## config.mk

```make
export PLATFORM = sky130hd
export DESIGN_NAME = pipe_hazard_ctrl
export DESIGN_NICKNAME = d
export VERILOG_FILES = /design/src/rtl/pipe_hazard_ctrl.sv
export SDC_FILE = /design/constraint.sdc
export NUM_CORES = 1
export LEC_CHECK = 0
export CAP_MARGIN = 20
export CORE_AREA = 2 2 39 41
export DETAILED_ROUTE_END_ITERATION = 16
export DIE_AREA = 0 0 41 43
export PLACE_DENSITY = 0.71
export SLEW_MARGIN = 25
export SYNTH_ARGS = -nofsm -noshare
export SYNTH_HDL_FRONTEND = slang
export SYNTH_SLANG_ARGS = --single-unit
```

## constraint.sdc

```tcl
create_clock -name CLK -period 1.3 [get_ports CLK]
set_input_delay 0.13 -clock CLK [delete_from_list [all_inputs] [get_ports CLK]]
set_output_delay 0.13 -clock CLK [all_outputs]
set_load 0.01 [all_outputs]
```

## src/rtl/pipe_hazard_ctrl.sv

```systemverilog
// Pipeline latch enable/flush control for the 5-stage diaosi pipeline: memory-wait,
// load-use, MEM-stage redirect and halt handling. Define PIPE_HAZARD_PERF_EN for perf counters.
module pipe_hazard_ctrl #(
  parameter int REG_W = 5,
  parameter int CNT_W = 32
) (
  input  logic             CLK,
  input  logic             nRST,
  input  logic             ihit,
  input  logic             dhit,
  input  logic             mem_dren,
  input  logic             mem_dwen,
  input  logic             mem_taken,
  input  logic             mem_halt,
  input  logic             idex_dren,
  input  logic [REG_W-1:0] idex_wsel,
  input  logic [REG_W-1:0] ifid_rs,
  input  logic [REG_W-1:0] ifid_rt,
  input  logic             ifid_uses_rt,
  output logic             pc_en,
  output logic             ifid_en,
  output logic             idex_en,
  output logic             exmem_en,
  output logic             memwb_en,
  output logic             ifid_flush,
  output logic             idex_flush,
  output logic             exmem_flush,
  output logic             memwb_flush,
  output logic             dmem_ren,
  output logic             dmem_wen,
  output logic             halted
`ifdef PIPE_HAZARD_PERF_EN
  ,
  output logic [CNT_W-1:0] stall_cycles,
  output logic [CNT_W-1:0] loaduse_cnt,
  output logic [CNT_W-1:0] flush_cnt
`endif
);

  typedef enum logic {RUN = 1'b0, HALT = 1'b1} state_t;

  state_t state, state_next;
  logic   dmem_done;
  logic   mem_req, mem_ok, running, advance, load_use;

  if (CNT_W < 1) begin : g_cnt_w_check
    $error("CNT_W must be at least 1");
  end

  assign mem_req  = mem_dren | mem_dwen;
  assign mem_ok   = !mem_req | dhit | dmem_done;
  assign running  = (state == RUN);
  assign advance  = running & ihit & mem_ok;
  assign load_use = idex_dren && (idex_wsel != '0) &&
                    ((idex_wsel == ifid_rs) || (ifid_uses_rt && (idex_wsel == ifid_rt)));

  // A finished data access must not be re-issued while fetch is still stalling.
  assign dmem_ren = mem_dren & !dmem_done & running;
  assign dmem_wen = mem_dwen & !dmem_done & running;
  assign halted   = (state == HALT);

  // NOTE: sequential state uses non-blocking assignments so every register samples
  // pre-edge values; nRST sits in the sensitivity list to make the clear asynchronous.
  always_ff @(posedge CLK or negedge nRST) begin
    if (!nRST) begin
      state     <= RUN;
      dmem_done <= 1'b0;
    end else begin
      state <= state_next;
      if (advance)
        dmem_done <= 1'b0;
      else if (mem_req && dhit)
        dmem_done <= 1'b1;
    end
  end

  // NOTE: every output gets a default before any branch, so no path leaves one
  // unassigned and no latch is inferred.
  always_comb begin
    state_next  = state;
    pc_en       = 1'b0;
    ifid_en     = 1'b0;
    idex_en     = 1'b0;
    exmem_en    = 1'b0;
    memwb_en    = 1'b0;
    ifid_flush  = 1'b0;
    idex_flush  = 1'b0;
    exmem_flush = 1'b0;
    memwb_flush = 1'b0;
    if (advance) begin
      if (mem_halt) begin
        // Halt retires through WB; everything younger is squashed.
        memwb_en    = 1'b1;
        ifid_flush  = 1'b1;
        idex_flush  = 1'b1;
        exmem_flush = 1'b1;
        state_next  = HALT;
      end else if (mem_taken) begin
        pc_en       = 1'b1;
        ifid_en     = 1'b1;
        idex_en     = 1'b1;
        exmem_en    = 1'b1;
        memwb_en    = 1'b1;
        ifid_flush  = 1'b1;
        idex_flush  = 1'b1;
        exmem_flush = 1'b1;
      end else if (load_use) begin
        // Hold PC and IF/ID for one cycle, push a bubble into EX.
        idex_en     = 1'b1;
        exmem_en    = 1'b1;
        memwb_en    = 1'b1;
        idex_flush  = 1'b1;
      end else begin
        pc_en       = 1'b1;
        ifid_en     = 1'b1;
        idex_en     = 1'b1;
        exmem_en    = 1'b1;
        memwb_en    = 1'b1;
      end
    end
  end

`ifdef PIPE_HAZARD_PERF_EN
  always_ff @(posedge CLK or negedge nRST) begin
    if (!nRST) begin
      stall_cycles <= '0;
      loaduse_cnt  <= '0;
      flush_cnt    <= '0;
    end else begin
      if (running && !advance)
        stall_cycles <= stall_cycles + CNT_W'(1);
      if (advance && !mem_halt && !mem_taken && load_use)
        loaduse_cnt <= loaduse_cnt + CNT_W'(1);
      if (advance && !mem_halt && mem_taken)
        flush_cnt <= flush_cnt + CNT_W'(1);
    end
  end
`endif

endmodule

```

# Yosys cells after proc, flatten, opt, wreduce, memory -nomap -nowiden
# Cells that the tools add are included.
dict set report word_totals {
  register_bits 2
  inputBits 25
  out_inout_bits 12
}
dict set report classes {
  eq_ne 2
  n_mux 16
  bitwise_logic 10
  reduce_logical 10
}
# cell count
set ops {}
lappend ops {{two-way mux 1 bit} 16}
lappend ops {{equality test 5 bit} 2}
lappend ops {{AND 1 bit} 6}
lappend ops {{nonzero test 5 bit} 1}
lappend ops {{logical AND 1 bit} 4}
lappend ops {{bitwise OR 1 bit} 3}
lappend ops {{logical NOT 1 bit} 2}
lappend ops {{AND reduction 2 bit} 1}
lappend ops {{nonzero test 2 bit} 1}
lappend ops {{logical OR 1 bit} 1}
lappend ops {{NOT 1 bit} 1}

# Depth between registers and ports, before layout
dict set report logic_depth {
  depth_word 8
  ltp_mapped 6
  depth_no_buf 5
}

# Worst setup path before layout
# OpenSTA, ideal clock, no wires.
dict set report synth_path {
  kind {register -> output}
  from {reg state (netlist: halted)}
  to {out pc_en}
  arrival_time_ps 1334
  path_slack_ps -164
  path_stages_with_launch 6
  n_path_buf 1
  cell_sequence {dfrtp_1 -> nor2b_1 -> o31ai_1 -> nor2_1 -> o31a_1 -> buf_4}
}
dict set report synth_between {
  elab_chain_len 4
}
# item line_no
set synth_lines {}
lappend synth_lines {{start, declared} 42} ;# state_t state, state_next;
lappend synth_lines {{start signal, assigned} 69} ;# state <= state_next;
lappend synth_lines {{NOT 1 bit} 52} ;# assign running = (state == RUN);
lappend synth_lines {{AND 1 bit (2 in a row)} 53} ;# assign advance = running & ihit & mem_ok;
lappend synth_lines {{two-way mux 1 bit} n/a}
lappend synth_lines {{end, declared} 20} ;# output logic pc_en,
# Every way passes these cells.

# Final worst setup path
dict set report layout_path {
  from {in idex_wsel[1]}
  to {out pc_en}
}
dict set report layout_between {
  elab_chain_len 8
  word_cells_on_any_way 11
  classes_between {eq/ne (2); mux (4); reduce/logical (5)}
}
# item line_no
set layout_lines {}
lappend layout_lines {{start, declared} 16} ;# input logic [REG_W-1:0] idex_wsel,
lappend layout_lines {{equality test 5 bit} 55} ;# ((idex_wsel == ifid_rs) || (ifid_uses_rt && (idex_wsel == ifid_rt)));
lappend layout_lines {{logical AND 1 bit} 55}
lappend layout_lines {{logical OR 1 bit} 55}
lappend layout_lines {{logical AND 1 bit *} 54} ;# assign load_use = idex_dren && (idex_wsel != '0) &&
lappend layout_lines {{two-way mux 1 bit *} 107} ;# end else if (load_use) begin
lappend layout_lines {{two-way mux 1 bit *} 98} ;# end else if (mem_taken) begin
lappend layout_lines {{two-way mux 1 bit *} 91} ;# if (mem_halt) begin
lappend layout_lines {{two-way mux 1 bit *} 90} ;# if (advance) begin
# Mark *: on every way between the ends. The rest lies on a longest branch, timed or not.

==> results.md <==
- Count of buffers from port buffering: 35
- DP Wirelength: approximately 970 um
- Pwr/cell area: ~760 nW/um2
- Path type of the worst min-delay path: primary input to async pin
- Number of unique standard cell types used by synthesis: 20
- Wirelength, routed: ~1.2 mm
- Leakage power: about 0.00040 uW
- Post-Place Cell Area: between 700 and 800 um2
- Mapped cell area: roughly 300 um2
- Drt first-iter violations: 5
- Final count of pins violating max slew: 0
- Sequential fraction of the synthesis area: between 10% and 20%
- Clock insertion delay at the later pin of the skew report: 0.23 ns
- Detailed-router iteration count before antenna repair: 4
- # IOs: 37
- Clk pin slew, worst setup/hold paths: 0.04 ns
- #FFs+latches synth: 2
- Highest clock rate: 649 MHz
- Yosys warning count: 0
- Critical Path RT: ~1.2 ns
- Crit-path max FO: 3
- Area occupied by registers: ~51 um2
- Final period utilization: 119%
- Maximum Capacitance Violations: 0
- Fillcell total: approximately 140
- Final antenna-violating net count: 0
- Number of antenna violations at the first check in global routing: 0
- Final hold violation count: 0
- Max Clock Skew: 0.00746 ns
- VDD IR-drop max: ~0.64 mV
- Layout overhead on the synthesized area: 162%
- Count of hold-fix buffers inserted at cts: 0
- Count of final setup violators: 8
- Final non-filler cell total: approximately 100
- Die area: 1760 um2
- Number of levels the H-tree was split into: 1
- Area of the multi-input gates: 263 um2
- Post-synthesis instance total: 38
- Routed wire length per instance: between 10 and 15 um
- Unrepaired setup endpoints after global routing: true
- Site Rows: 14
- Placed Cells: 96
- Most common library cell in the layout ignoring fill and taps: buf_4
- Clock buffer count from CTS: 3
- Grt total ovfl: 0
- Vias in the first global route: roughly 450
- Post-synthesis compound-gate area fraction: between 10% and 20%
- Placer congestion estimate: just over 0.8
- DRC errors left: 0
- Arrival @ worst endpoint: 1.41 ns
- Antenna fix cells: 0
- Synth top area share: a little over a quarter
- Crit. End Element: primary output
- Fraction of synthesized cell area in xor and xnor cells: 29.2%
- Mux cell area share after synthesis: 0%
- Starting Density: a little over a fifth
- Cells taking the most area after synthesis: xor2_1, dfrtp_1, buf_4, nor3b_1, o31ai_1
- Net count after synthesis: 63
- Drt via density: approximately 4.3
- Fin nets: roughly 110
- Class of the most critical setup path: primary input to primary output
- Launching element type of the critical path: primary input
- GRT Resource Usage Total: between 10% and 20%
- Clock tree from TritonCTS: done
- Violated checks: setup timing
- Horizontal extent of the die: 41 um
- Least setup slack across all paths after layout: -0.241 ns
- Clk sink count: 2
- Core region area: 1380 um2
- Overall die height: between 40 and 50 um
- Maximum buffer depth of the clock tree: 2
- Total number of vias: 447
- Outcome: finished with violations
- Final core area utilization: 56.8%
- Share of final-layout standard cells stronger than drive strength 1: 52.3%
- Cell type with the highest aggregate area in the netlist: xor2_1
- Most used cells in the layout excluding fill and tap cells: buf_4, xor2_1, clkdlybuf4s50_1, buf_2
- Wire length of the first global-routing pass: approximately 1.7 mm
- Share of synthesized cell area in full adder, half adder and majority cells: 0%
- Dominant combinational cell family by area after synthesis: XOR/XNOR gates
- Post-route design area: approximately 790 um2
- Mean post-synth cell area: 7.90 um2
- Simple-gate share of the synthesized area: about a fifth
- CTS Root Cell: clkbuf_4
- Largest net degree at the start of global routing: 5
- Period minus WS final: ~1.5 ns
==> report_power, final <==
part | internal (uW) | switching (uW) | total (uW)
registers | 81.1 | 18.7 | 99.8
clock network | 114 | 41.8 | 156
logic | 196 | 142 | 339
==> cell type report <==
class,count,share of cell area (%)
multi-input combinational,29,33.4
sequential,2,6.53
tap,16,2.55
inverter,3,1.75
clock buffer,4,3.34
timing repair buffer,50,52.4
==> Yosys cell counts <==
| cell | instances |
|---|---|
| a21o_1 | 1 |
| a21oi_1 | 1 |
| a32oi_1 | 1 |
| buf_4 | 4 |
| conb_1 | 1 |
| dfrtp_1 | 2 |
| inv_1 | 2 |
| inv_2 | 1 |
| nor2_1 | 3 |
| nor2b_1 | 1 |
| nor3_1 | 1 |
| nor3b_1 | 2 |
| nor4_2 | 1 |
| o21ai_0 | 1 |
| o21ai_1 | 2 |
| o31a_1 | 1 |
| o31ai_1 | 2 |
| or4_1 | 1 |
| xnor2_1 | 1 |
| xor2_1 | 9 |
==> logic make-up (layout without fill, tap and decap cells) <==
group,after synthesis,after routing
simple gates,9,9
other cells,1,1
xor+xnor,10,10
buf+inv,7,57
compound gates,9,9
flops,2,2
==> path summary, 6_finish.rpt <==
| path | startpoint | end | slack [ns] | cells past startpoint |
|---|---|---|---|---|
| setup / recovery | idex_wsel[1] | pc_en | -0.24 | 7 |
| hold reg to reg | halted | halted | 0.65 | 2 |
| max in group asynchronous | nRST | halted | 1.11 | 1 |
| hold / removal | nRST | halted | 0.06 | 1 |
| setup reg to reg | dmem_done | halted | 0.09 | 5 |
| min in group CLK | dhit | dmem_done | 0.36 | 3 |
==> stage by stage <==
stage	setup TNS [ns]	hold slack, ns	total power [uW]	worst slack [ns]
after floorplan	-0.0631	-0.166	216	-0.0631
after global placement	-5.28	0.306	419	-0.871
after detailed placement	-5.39	0.305	425	-0.866
after CTS	-1.28	0.0513	589	-0.240
after global routing	-1.66	0.0593	638	-0.301
final	-1.20	0.0605	595	-0.241
==> registers in the layout, summed over array words and instances, names as in the netlist <==
name       cells
dmem_done      1
halted         1
==> metal layers <==
metal  up-vias  wire [um]  global-route usage [%]  share of wire (%)
li1        227          -                       -                  -
met1       204        452                    16.6                 37
met2        16        666                    23.4                 55
met3         0         89                    3.66                7.4
met4         0          0                    8.00                  0
met5         -          0                       0                  0
==> critical path, stage by stage <==
cell and delay, ns:
clkdlybuf4s15_1 0.22, buf_4 0.16, xor2_1 0.15, nor3_1 0.17
a32oi_1 0.11, o31a_1 0.33, buf_2 0.14
==> repair_timing <==
action,in CTS,in global routing
gates cloned,0,0
endpoints found under the setup margin,11,10
resized for setup,62,20
pin swaps,8,8
setup buffers,4,0
No activity file was read; power rests on OpenSTA's default activity.
